## src/rtl/stack_sequencer.sv

```systemverilog
// Instruction sequencer in front of register_stack: decodes opcodes, computes w from a/b, bridges I/O ports.
// Define STACK_SEQ_DEPTH_CHECK_EN to build the depth counter and underflow/overflow checks.
module stack_sequencer #(
   parameter int DEPTH = 64,
   parameter int WIDTH = 16
) (
   input  logic                    CLK,
   input  logic                    reset_n,
   input  logic [3:0]              instr,
   input  logic [WIDTH-1:0]        instr_imm,
   input  logic                    instr_valid,
   output logic                    instr_ready,
   input  logic signed [WIDTH-1:0] a,
   input  logic signed [WIDTH-1:0] b,
   output logic [2:0]              stackOP,
   output logic [WIDTH-1:0]        w,
   input  logic [WIDTH-1:0]        io_in_data,
   input  logic                    io_in_valid,
   output logic                    io_in_ready,
   output logic [WIDTH-1:0]        io_out_data,
   output logic                    io_out_valid,
   input  logic                    io_out_ready,
   output logic [6:0]              depth,
   output logic                    error,
   output logic [1:0]              err_code
);

   typedef enum logic [2:0] {
      OP_NOP  = 3'd0,
      OP_PUSH = 3'd1,
      OP_REPL = 3'd2,
      OP_POP  = 3'd3,
      OP_POP2 = 3'd4,
      OP_SWAP = 3'd5
   } op_t;

   typedef enum logic [2:0] {
      S_IDLE,
      S_WAIT_IN,
      S_WAIT_OUT,
      S_LOAD,
      S_ISSUE
   } state_t;

   state_t           state;
   op_t              dec_op;
   op_t              pend_op;
   logic [WIDTH-1:0] dec_w;
   logic             dec_illegal;
   logic             under;
   logic             over;

   always_comb begin
      dec_op      = OP_NOP;
      dec_w       = '0;
      dec_illegal = 1'b0;
      case (instr)
         4'd0:  dec_op = OP_NOP;
         4'd1:  begin dec_op = OP_PUSH; dec_w = instr_imm; end
         4'd2:  begin dec_op = OP_REPL; dec_w = b + a; end
         4'd3:  begin dec_op = OP_REPL; dec_w = b - a; end
         4'd4:  begin dec_op = OP_REPL; dec_w = b & a; end
         4'd5:  begin dec_op = OP_REPL; dec_w = b | a; end
         4'd6:  dec_op = OP_POP;
         4'd7:  dec_op = OP_POP2;
         4'd8:  dec_op = OP_SWAP;
         4'd9:  begin dec_op = OP_PUSH; dec_w = a; end
         4'd10: dec_op = OP_PUSH;
         4'd11: dec_op = OP_POP;
         default: dec_illegal = 1'b1;
      endcase
   end

`ifdef STACK_SEQ_DEPTH_CHECK_EN
   localparam logic [6:0] DMAX = 7'(DEPTH);
   logic [1:0] need;

   always_comb begin
      need = 2'd0;
      case (instr)
         4'd2, 4'd3, 4'd4, 4'd5, 4'd7, 4'd8: need = 2'd2;
         4'd6, 4'd9, 4'd11:                  need = 2'd1;
         default:                            need = 2'd0;
      endcase
   end

   assign under = depth < {5'd0, need};
   assign over  = (dec_op == OP_PUSH) && (depth >= DMAX);

   // Depth moves on the edge that retires the ISSUE cycle, i.e. together with the stack.
   always_ff @(posedge CLK or negedge reset_n) begin
      if (!reset_n) begin
         depth <= '0;
      end else if (state == S_ISSUE) begin
         case (stackOP)
            OP_PUSH:          depth <= depth + 7'd1;
            OP_REPL, OP_POP:  depth <= depth - 7'd1;
            OP_POP2:          depth <= depth - 7'd2;
            default:          depth <= depth;
         endcase
      end
   end
`else
   assign under = 1'b0;
   assign over  = 1'b0;
   assign depth = '0;
`endif

   always_ff @(posedge CLK or negedge reset_n) begin
      if (!reset_n) begin
         state        <= S_IDLE;
         instr_ready  <= 1'b1;
         stackOP      <= OP_NOP;
         w            <= '0;
         io_in_ready  <= 1'b0;
         io_out_valid <= 1'b0;
         io_out_data  <= '0;
         error        <= 1'b0;
         err_code     <= 2'd0;
         pend_op      <= OP_NOP;
      end else begin
         case (state)
            S_IDLE: begin
               if (instr_valid) begin
                  if (dec_illegal || under || over) begin
                     if (!error) begin
                        error    <= 1'b1;
                        err_code <= dec_illegal ? 2'd3 : (under ? 2'd1 : 2'd2);
                     end
                  end else if (instr == 4'd10) begin
                     instr_ready <= 1'b0;
                     io_in_ready <= 1'b1;
                     state       <= S_WAIT_IN;
                  end else if (instr == 4'd11) begin
                     instr_ready  <= 1'b0;
                     io_out_valid <= 1'b1;
                     io_out_data  <= a;
                     state        <= S_WAIT_OUT;
                  end else if (dec_op != OP_NOP) begin
                     instr_ready <= 1'b0;
                     stackOP     <= dec_op;
                     w           <= dec_w;
                     state       <= S_ISSUE;
                  end
               end
            end
            S_WAIT_IN: begin
               if (io_in_valid) begin
                  io_in_ready <= 1'b0;
                  w           <= io_in_data;
                  pend_op     <= OP_PUSH;
                  state       <= S_LOAD;
               end
            end
            S_WAIT_OUT: begin
               if (io_out_ready) begin
                  io_out_valid <= 1'b0;
                  pend_op      <= OP_POP;
                  state        <= S_LOAD;
               end
            end
            // I/O ops take one extra cycle so stackOP still pulses from a registered source.
            S_LOAD: begin
               stackOP <= pend_op;
               state   <= S_ISSUE;
            end
            S_ISSUE: begin
               stackOP     <= OP_NOP;
               instr_ready <= 1'b1;
               state       <= S_IDLE;
            end
            default: begin
               stackOP     <= OP_NOP;
               instr_ready <= 1'b1;
               state       <= S_IDLE;
            end
         endcase
      end
   end

endmodule

```

## config.mk

```make
export PLATFORM = sky130hd
export DESIGN_NAME = stack_sequencer
export DESIGN_NICKNAME = d
export VERILOG_FILES = /design/src/rtl/stack_sequencer.sv
export SDC_FILE = /design/constraint.sdc
export NUM_CORES = 1
export LEC_CHECK = 0
export ABC_AREA = 1
export BUFFER_PORTS_ARGS = -buffer_cell sky130_fd_sc_hd__buf_2
export CAP_MARGIN = 30
export CORE_MARGIN = 2
export CORE_UTILIZATION = 48
export DETAILED_ROUTE_END_ITERATION = 8
export GPL_TIMING_DRIVEN = 1
export PLACE_DENSITY = 0.86
export RECOVER_POWER = 50
export SLEW_MARGIN = 5
export SYNTH_ARGS = -nofsm -noshare
export SYNTH_HDL_FRONTEND = slang
export SYNTH_SLANG_ARGS = --single-unit
```

## constraint.sdc

```tcl
create_clock -name CLK -period 1.36 [get_ports CLK]
set_input_delay 0.136 -clock CLK [delete_from_list [all_inputs] [get_ports CLK]]
set_output_delay 0.136 -clock CLK [all_outputs]
set_load 0.01 [all_outputs]
```

Word-level counts from Yosys, hierarchy flattened
Cells that the tools add are included.
{ "classes": {"mux": 42, "n_reduce_logical": 22, "eq_ne": 24, "n_bitwise": 7, "add_sub_neg": 2} }
{ "op_table": {"columns": ["cell", "n"], "rows": [
  ["two-way mux 16 bit", 6],
  ["one-hot mux 16 bit (6 select lines)", 1],
  ["two-way mux 3 bit", 13],
  ["one-hot mux 16 bit (2 select lines)", 1],
  ["inequality test 2 bit, second input constant", 9],
  ["adder 16 bit", 1],
  ["AND 16 bit", 1],
  ["equality test 4 x 3 -> 1 bit, second input constant", 4],
  ["equality test 4 bit, second input constant", 4],
  ["bitwise OR 16 bit", 1],
  ["subtractor 16 bit", 1],
  ["one-hot mux 3 bit (5 select lines)", 1],
  ["AND reduction 5 bit", 3],
  ["two-way mux 1 bit", 14],
  ["one-hot mux 3 bit (4 select lines)", 1],
  ["AND reduction 6 bit", 2],
  ["OR reduction 12 bit", 1],
  ["one-hot mux 3 bit (3 select lines)", 1],
  ["equality test 4 x 2 -> 1 bit, second input constant", 2],
  ["AND reduction 4 bit", 2],
  ["AND reduction 7 bit", 1],
  ["equality test 3 x 2 -> 1 bit, second input constant", 2],
  ["one-hot mux 1 bit (2 select lines)", 3],
  ["one-hot mux 3 bit (2 select lines)", 1],
  ["other kinds (12)", 21]
]} }
{ "word_totals": {"output_inout_bits": 48, "reg_bits": 46} }

Longest topological paths before layout
{ "logic_depth": {"ltp_word": 10, "ltp_mapped": 25} }

Least setup slack after synthesis
Ideal clock, no wire load.
{ "synth_path": {"path_kind": "input-to-reg", "start": "input port a[0]", "end": "register w[13]", "n_path_buf": 0, "setup_time_ps": 77, "slack_ps": -1067, "arrival_ps": 2350, "t_required_ps": 1283, "cell_stages": 20, "cell_sequence": "inv_1 -> ha_1 -> inv_1 -> nor3_1 -> nand3_1 -> nor2_1 -> nand3_1 -> o31ai_1 -> xor2_1 -> ha_1 -> nand2_1 -> nand2_1 -> o21bai_1 -> nor2_1 -> nand2_1 -> nand2_1 -> nand3_1 -> nand2_1 -> nand2_1 -> a21oi_1"} }
{ "synth_between": {"elab_chain_cells": 8, "elab_cells_between_ends": 9, "classes_between": "add/sub: 2; mux: 7"} }
{ "synth_rtl": {"columns": ["item", "line_no", "source"], "rows": [
  ["start: declaration", "13", "input logic signed [WIDTH-1:0] a,"],
  ["subtractor 16 bit / adder 16 bit (equally long branches)", "61, 60", null],
  ["one-hot mux 16 bit (6 select lines) *", "57", "case (instr)"],
  ["two-way mux 16 bit *", "139", "end else if (dec_op != OP_NOP) begin"],
  ["two-way mux 16 bit *", "134", "end else if (instr == 4'd11) begin"],
  ["two-way mux 16 bit *", "130", "end else if (instr == 4'd10) begin"],
  ["two-way mux 16 bit *", "125", "if (dec_illegal || under || over) begin"],
  ["two-way mux 16 bit *", "124", "if (instr_valid) begin"],
  ["one-hot mux 16 bit (2 select lines) *", "122", "case (state)"],
  ["end signal: assignment", "142", "w <= dec_w;"],
  ["end signal: assignment", "150", "w <= io_in_data;"],
  ["end: declaration", "16", "output logic [WIDTH-1:0] w,"]
]} }
Every way passes the cells marked *; elsewhere a longest branch is shown, timed or not. The select of a mux whose other input is x is not followed.
A chain may end at the register's enable or synchronous reset.

Worst setup path after layout
{ "layout_path": {"start": "input port a[0]", "end": "register w[7]"} }
Same word-level chain as after synthesis.

==> impl_table.tex <==
\begin{tabular}{lr}
\hline
Metric & Value \\
\hline
\multicolumn{2}{l}{\textbf{Logic synthesis}} \\
\quad Cell accounting for the most synthesized area & sky130\_fd\_sc\_hd\_\_dfrtp\_1 \\
\quad Per-instance average area after synthesis & 6.44 um2 \\
\quad Most instantiated flip-flop cell in the synthesis netlist & sky130\_fd\_sc\_hd\_\_dfrtp\_1 \\
\quad Yosys reg bits & 45 \\
\quad Top cells by area, synth & sky130\_fd\_sc\_hd\_\_dfrtp\_1 (27\%), sky130\_fd\_sc\_hd\_\_nand2\_1 (17\%), sky130\_fd\_sc\_hd\_\_inv\_1 (9.2\%) \\
\quad Synth Area in Adders & 6.08\% \\
\quad Asr flop ratio synth & between 90\% and 100\% \\
\quad Post-synthesis share of cell area spent on xor and xnor gates & about 2.8\% \\
\quad YS warnings & 0 \\
\quad Proportion of synthesized chip area in sequential cells & about 28\% \\
\quad Post-synthesis compound-gate area fraction & 16.4\% \\
\quad Simple-gate share of the synthesized area & 32.2\% \\
\quad Synthesized instance count & 626 \\
\quad Main combinational cell family by area after synthesis & simple AND/OR/NAND/NOR gates \\
\quad Post-synthesis instance area & 0.00403 mm2 \\
\quad Number of synthesized flops with an enable pin & 0 \\
\quad Post-synthesis mux area share & 1.30\% \\
\quad Portion of synthesized cell area occupied by the leading cell type & 27.3\% \\
\quad Library cells used by synthesis & 48 \\
\multicolumn{2}{l}{\textbf{Clocking}} \\
\quad CTS root buffer & sky130\_fd\_sc\_hd\_\_clkbuf\_8 \\
\quad CTS tree & done \\
\quad Clk sink count & 45 \\
\quad Insertion delay to the later sink of the worst-skew pair & 0.32 ns \\
\quad CTS HTree Levels & 2 \\
\quad Clock buffers created by TritonCTS & 5 \\
\quad CTS clock-pin slew for the worst setup and hold paths & 0.10 ns \\
\quad Max clock buf depth & 2 \\
\multicolumn{2}{l}{\textbf{Pwr}} \\
\quad Register share of total power & 26.5\% \\
\quad Lkg Pwr & 3.61 nW \\
\quad VDD IR-drop max & 0.000832 V \\
\quad Pwr Density & 1340 mW/mm2 \\
\quad Internal cell power & 4.90 mW \\
\quad Clock share of power & around an eighth \\
\quad Sw Pwr & 3.96 mW \\
\quad Combinational power share & 61.1\% \\
\quad Switching share of total power & between 40\% and 50\% \\
\multicolumn{2}{l}{\textbf{Detailed routing}} \\
\quad Routed via count & 5601 \\
\quad Count of nets left with antenna violations after detail routing & 0 \\
\quad Starting DRT DRC Count & roughly 530 \\
\quad Count of TritonRoute iterations in the first routing pass & 8 \\
\quad Number of design rule violations left after detail routing & 1 \\
\quad Routed wirelength normalized by instance count & 19.3 um \\
\quad Aggregate routed wire length & between 15000 and 20000 um \\
\quad Via density per instance & 5.80 \\
\multicolumn{2}{l}{\textbf{Timing}} \\
\quad Rel. slew slack & about 56\% \\
\quad Final period util & 184\% \\
\quad Hold Fails Final Rpt & 0 \\
\quad Transition time of the tightest slew-check pin & 0.666 ns \\
\quad Final Skew & 0.0133 ns \\
\quad Min cycle time layout & 2.50 ns \\
\quad Total setup violations reported at the end of the flow & 40 \\
\quad Setup repair after global routing missed its margin & yes \\
\quad Highest Clock Rate & approximately 400 MHz \\
\quad Max Transition Viols Final & 0 \\
\quad Worst slack on hold paths & around 0.07 ns \\
\quad Worst setup slack after layout & -1.14 ns \\
\multicolumn{2}{l}{\textbf{Worst setup path}} \\
\quad Startpoint type of the worst setup path & input pin \\
\quad Arrival @ worst endpoint & between 2 and 3 ns \\
\quad Worst-path fanout max & 4 \\
\quad Stage delay of the slowest cell on the critical path & 0.42 ns \\
\quad Required @ worst endpoint & 1.56 ns \\
\quad Worst Setup Path Type & input pin to flip-flop \\
\quad End of the worst register-to-register path & w[2]\$\_DFFE\_PN0P\_ \\
\quad Family with the most delay on the worst path & simple AND/OR/NAND/NOR gates \\
\quad Master of the slowest instance on the critical path & sky130\_fd\_sc\_hd\_\_xor2\_2 \\
\quad Critical path buffers and inverters & 5 \\
\quad Chain of cells forming the critical path & buf\_12 > inv\_16 > buf\_4 > nand2\_4 > buf\_4 > nand2\_1 > xor2\_2 > ha\_4 > nand2\_2 > nor2\_1 > nand2\_1 > nand2\_2 > buf\_4 > or2\_4 > nand3\_1 > nand2\_1 > mux2i\_1 > o21ai\_2 \\
\quad Reg2reg path depth & 8 \\
\quad Worst flop-to-flop path startpoint & state[0]\$\_DFFE\_PN0P\_ \\
\quad Number of cells on the critical path & 18 \\
\quad Element type at the critical path end & flip-flop \\
\quad Reg-to-reg setup timing slack & -0.64 ns \\
\multicolumn{2}{l}{\textbf{Placed design}} \\
\quad Weighted congestion at the end of routability-driven global placement & 0.939 \\
\quad Number of buffer cells added on primary ports & 113 \\
\quad Estimated wirelength of the detail-placed design & 11000 um \\
\quad Post-placement worst setup slack & -1.40 ns \\
\multicolumn{2}{l}{\textbf{Cells and area}} \\
\quad Final net count & 952 \\
\quad Area grow syn2layout & 64.3\% \\
\quad Fraction of final layout cells with drive strength greater than 1 & 49.6\% \\
\quad Final design utilization & about four fifths \\
\quad Antenna diode count & 0 \\
\quad Number of fillers in the final layout & 500 \\
\quad FF+latch area & 0.00113 mm2 \\
\quad Area of the multi-input gates & 0.00312 mm2 \\
\multicolumn{2}{l}{\textbf{Min path}} \\
\quad Hold Path Origin & instr\_valid \\
\quad Worst min-delay path endpoint & error\$\_DFFE\_PN0P\_ \\
\quad Hold Path Depth & 3 \\
\quad Classification of the worst-slack hold path & input pin to flip-flop \\
\multicolumn{2}{l}{\textbf{Floorplan}} \\
\quad Die area & 0.00915 mm2 \\
\quad Die Y-Extent & 95.7 um \\
\quad I/O Pins & 121 \\
\quad Horizontal extent of the die & between 90 and 100 um \\
\quad Placement Rows & 33 \\
\quad Starting Density & 49.3\% \\
\quad Floorplan core area & 0.00818 mm2 \\
\multicolumn{2}{l}{\textbf{Global routing}} \\
\quad Wire length of the first global-routing pass & 24500 um \\
\quad Initial antenna violation count & 0 \\
\quad GRT Util Overall & 34.6\% \\
\quad Vias in the first global route & $\sim$5300 \\
\quad Largest net degree at the start of global routing & 46 \\
\quad Leftover overflow at the end of global routing & 0 \\
\multicolumn{2}{l}{\textbf{Outcome}} \\
\quad Violations in the final reports & DRC, setup timing \\
\quad Status & finished with violations \\
\multicolumn{2}{l}{\textbf{Run}} \\
\quad Reported max-cap violation count & 0 \\
\hline
\end{tabular}
==> per-stage QoR <==
| step | cell area, um2 | total power, mW | TNS [ns] | instances |
|---|---|---|---|---|
| after floorplan | 4240 | 4.65 | -9.25 | 632 |
| after global placement | 5610 | 6.07 | -18.55 | 933 |
| after detailed placement | 5610 | 6.25 | -20.18 | 933 |
| after CTS | 6210 | 7.80 | -10.70 | 956 |
| after global routing | 6630 | 9.34 | -20.47 | 966 |
| final | 6630 | 8.85 | -17.96 | 966 |
==> layer usage <==
layer | vias to the layer above | share of wire [%] | GRT usage, %
met4 | 0 | 8.3 | 23.1
met3 | 143 | 10 | 4.90
li1 | 2433 | - | -
met1 | 2561 | 35 | 37.6
met2 | 464 | 47 | 61.8
met5 | - | 0 | 0
==> what timing repair did <==
| action | CTS | global route |
|---|---|---|
| setup buffers | 14 | 8 |
| gates resized for setup | 115 | 85 |
| hold endpoints to repair | 44 | 0 |
| pin swaps | 38 | 30 |
| gates cloned | 0 | 2 |
| hold buffers | 1 | 0 |
| setup endpoints to repair | 39 | 43 |
==> registers in the layout (all words and copies together) (netlist names) <==
name          count
io_out_data      16
w                16
stackOP           3
state             3
pend_op           2
err_code          1
error             1
instr_ready       1
io_in_ready       1
io_out_valid      1
==> power by group through the flow <==
stage | logic [mW] | registers, mW | clock network (mW)
floorplan | 2.18 | 2.46 | 0
global placement | 3.86 | 2.21 | 0
detailed placement | 4.00 | 2.25 | 0
CTS | 4.45 | 2.25 | 1.10
global route | 5.79 | 2.39 | 1.16
finish | 5.41 | 2.34 | 1.10
==> placed cells by master (no fill, tap or decap), types with 12 or more instances in the layout <==
| master | instances |
|---|---|
| sky130_fd_sc_hd__nand2_1 | 129 |
| sky130_fd_sc_hd__buf_2 | 109 |
| sky130_fd_sc_hd__buf_4 | 102 |
| sky130_fd_sc_hd__inv_1 | 83 |
| sky130_fd_sc_hd__nand2_2 | 45 |
| sky130_fd_sc_hd__dfrtp_1 | 44 |
| sky130_fd_sc_hd__nor2_1 | 40 |
| sky130_fd_sc_hd__o21ai_0 | 26 |
| sky130_fd_sc_hd__a21oi_1 | 22 |
| sky130_fd_sc_hd__buf_6 | 22 |
| sky130_fd_sc_hd__nand3_1 | 21 |
| sky130_fd_sc_hd__nand2_4 | 16 |
| sky130_fd_sc_hd__nor2_4 | 16 |
| sky130_fd_sc_hd__o21ai_2 | 16 |
| sky130_fd_sc_hd__inv_2 | 15 |
| sky130_fd_sc_hd__nor2_2 | 12 |
==> cell type report <==
class / instances / share of cell area (%)
Sequential cell: 45 / 17.0
Clock inverter: 3 / 0.699
Timing Repair Buffer: 242 / 25.8
Tap cell: 105 / 1.98
Inverter: 103 / 6.31
Multi-Input combinational cell: 463 / 47.1
Clock buffer: 5 / 1.04
==> synthesized netlist by cell type (4+ instances only) <==
| library cell | n |
|---|---|
| sky130_fd_sc_hd__buf_2 | 4 |
| sky130_fd_sc_hd__nand4_1 | 4 |
| sky130_fd_sc_hd__buf_4 | 8 |
| sky130_fd_sc_hd__xor2_1 | 13 |
| sky130_fd_sc_hd__o21ai_0 | 47 |
| sky130_fd_sc_hd__nand2_1 | 178 |
| sky130_fd_sc_hd__a21oi_1 | 33 |
| sky130_fd_sc_hd__nor2_2 | 5 |
| sky130_fd_sc_hd__inv_1 | 99 |
| sky130_fd_sc_hd__a21boi_1 | 5 |
| sky130_fd_sc_hd__nand3b_1 | 5 |
| sky130_fd_sc_hd__ha_1 | 18 |
| sky130_fd_sc_hd__o21ai_2 | 5 |
| sky130_fd_sc_hd__nand3_1 | 27 |
| sky130_fd_sc_hd__or2_2 | 5 |
| sky130_fd_sc_hd__dfrtp_1 | 44 |
| sky130_fd_sc_hd__inv_2 | 4 |
| sky130_fd_sc_hd__nor2_1 | 62 |
| sky130_fd_sc_hd__nand2_2 | 13 |
| sky130_fd_sc_hd__clkbuf_1 | 6 |
==> cell families after synthesis <==
family                     after synthesis
and+or+nand+nor                        307
buffers and inverters                  124
AOI/OAI and AO/OA                      112
DFF                                     45
adders and majority gates               19
xor gates and xnor gates                13
muxes                                    5
other                                    1
==> worst min-delay path, cell delays in order <==
cell and delay, ns:
sky130_fd_sc_hd__buf_2 0.11, sky130_fd_sc_hd__nand2_2 0.06, sky130_fd_sc_hd__nand2_1 0.05
==> worst max path at each step <==
stage | startpoint | to | slack [ns]
floorplan | a[0] | w[13]$_DFFE_PN0P_ | -0.91
global placement | a[0] | w[13]$_DFFE_PN0P_ | -1.32
detailed placement | a[0] | w[13]$_DFFE_PN0P_ | -1.40
CTS | a[0] | w[13]$_DFFE_PN0P_ | -0.92
global route | a[0] | w[8]$_DFFE_PN0P_ | -1.23
finish | a[0] | w[7]$_DFFE_PN0P_ | -1.14
(Power assumes the default switching activity.)
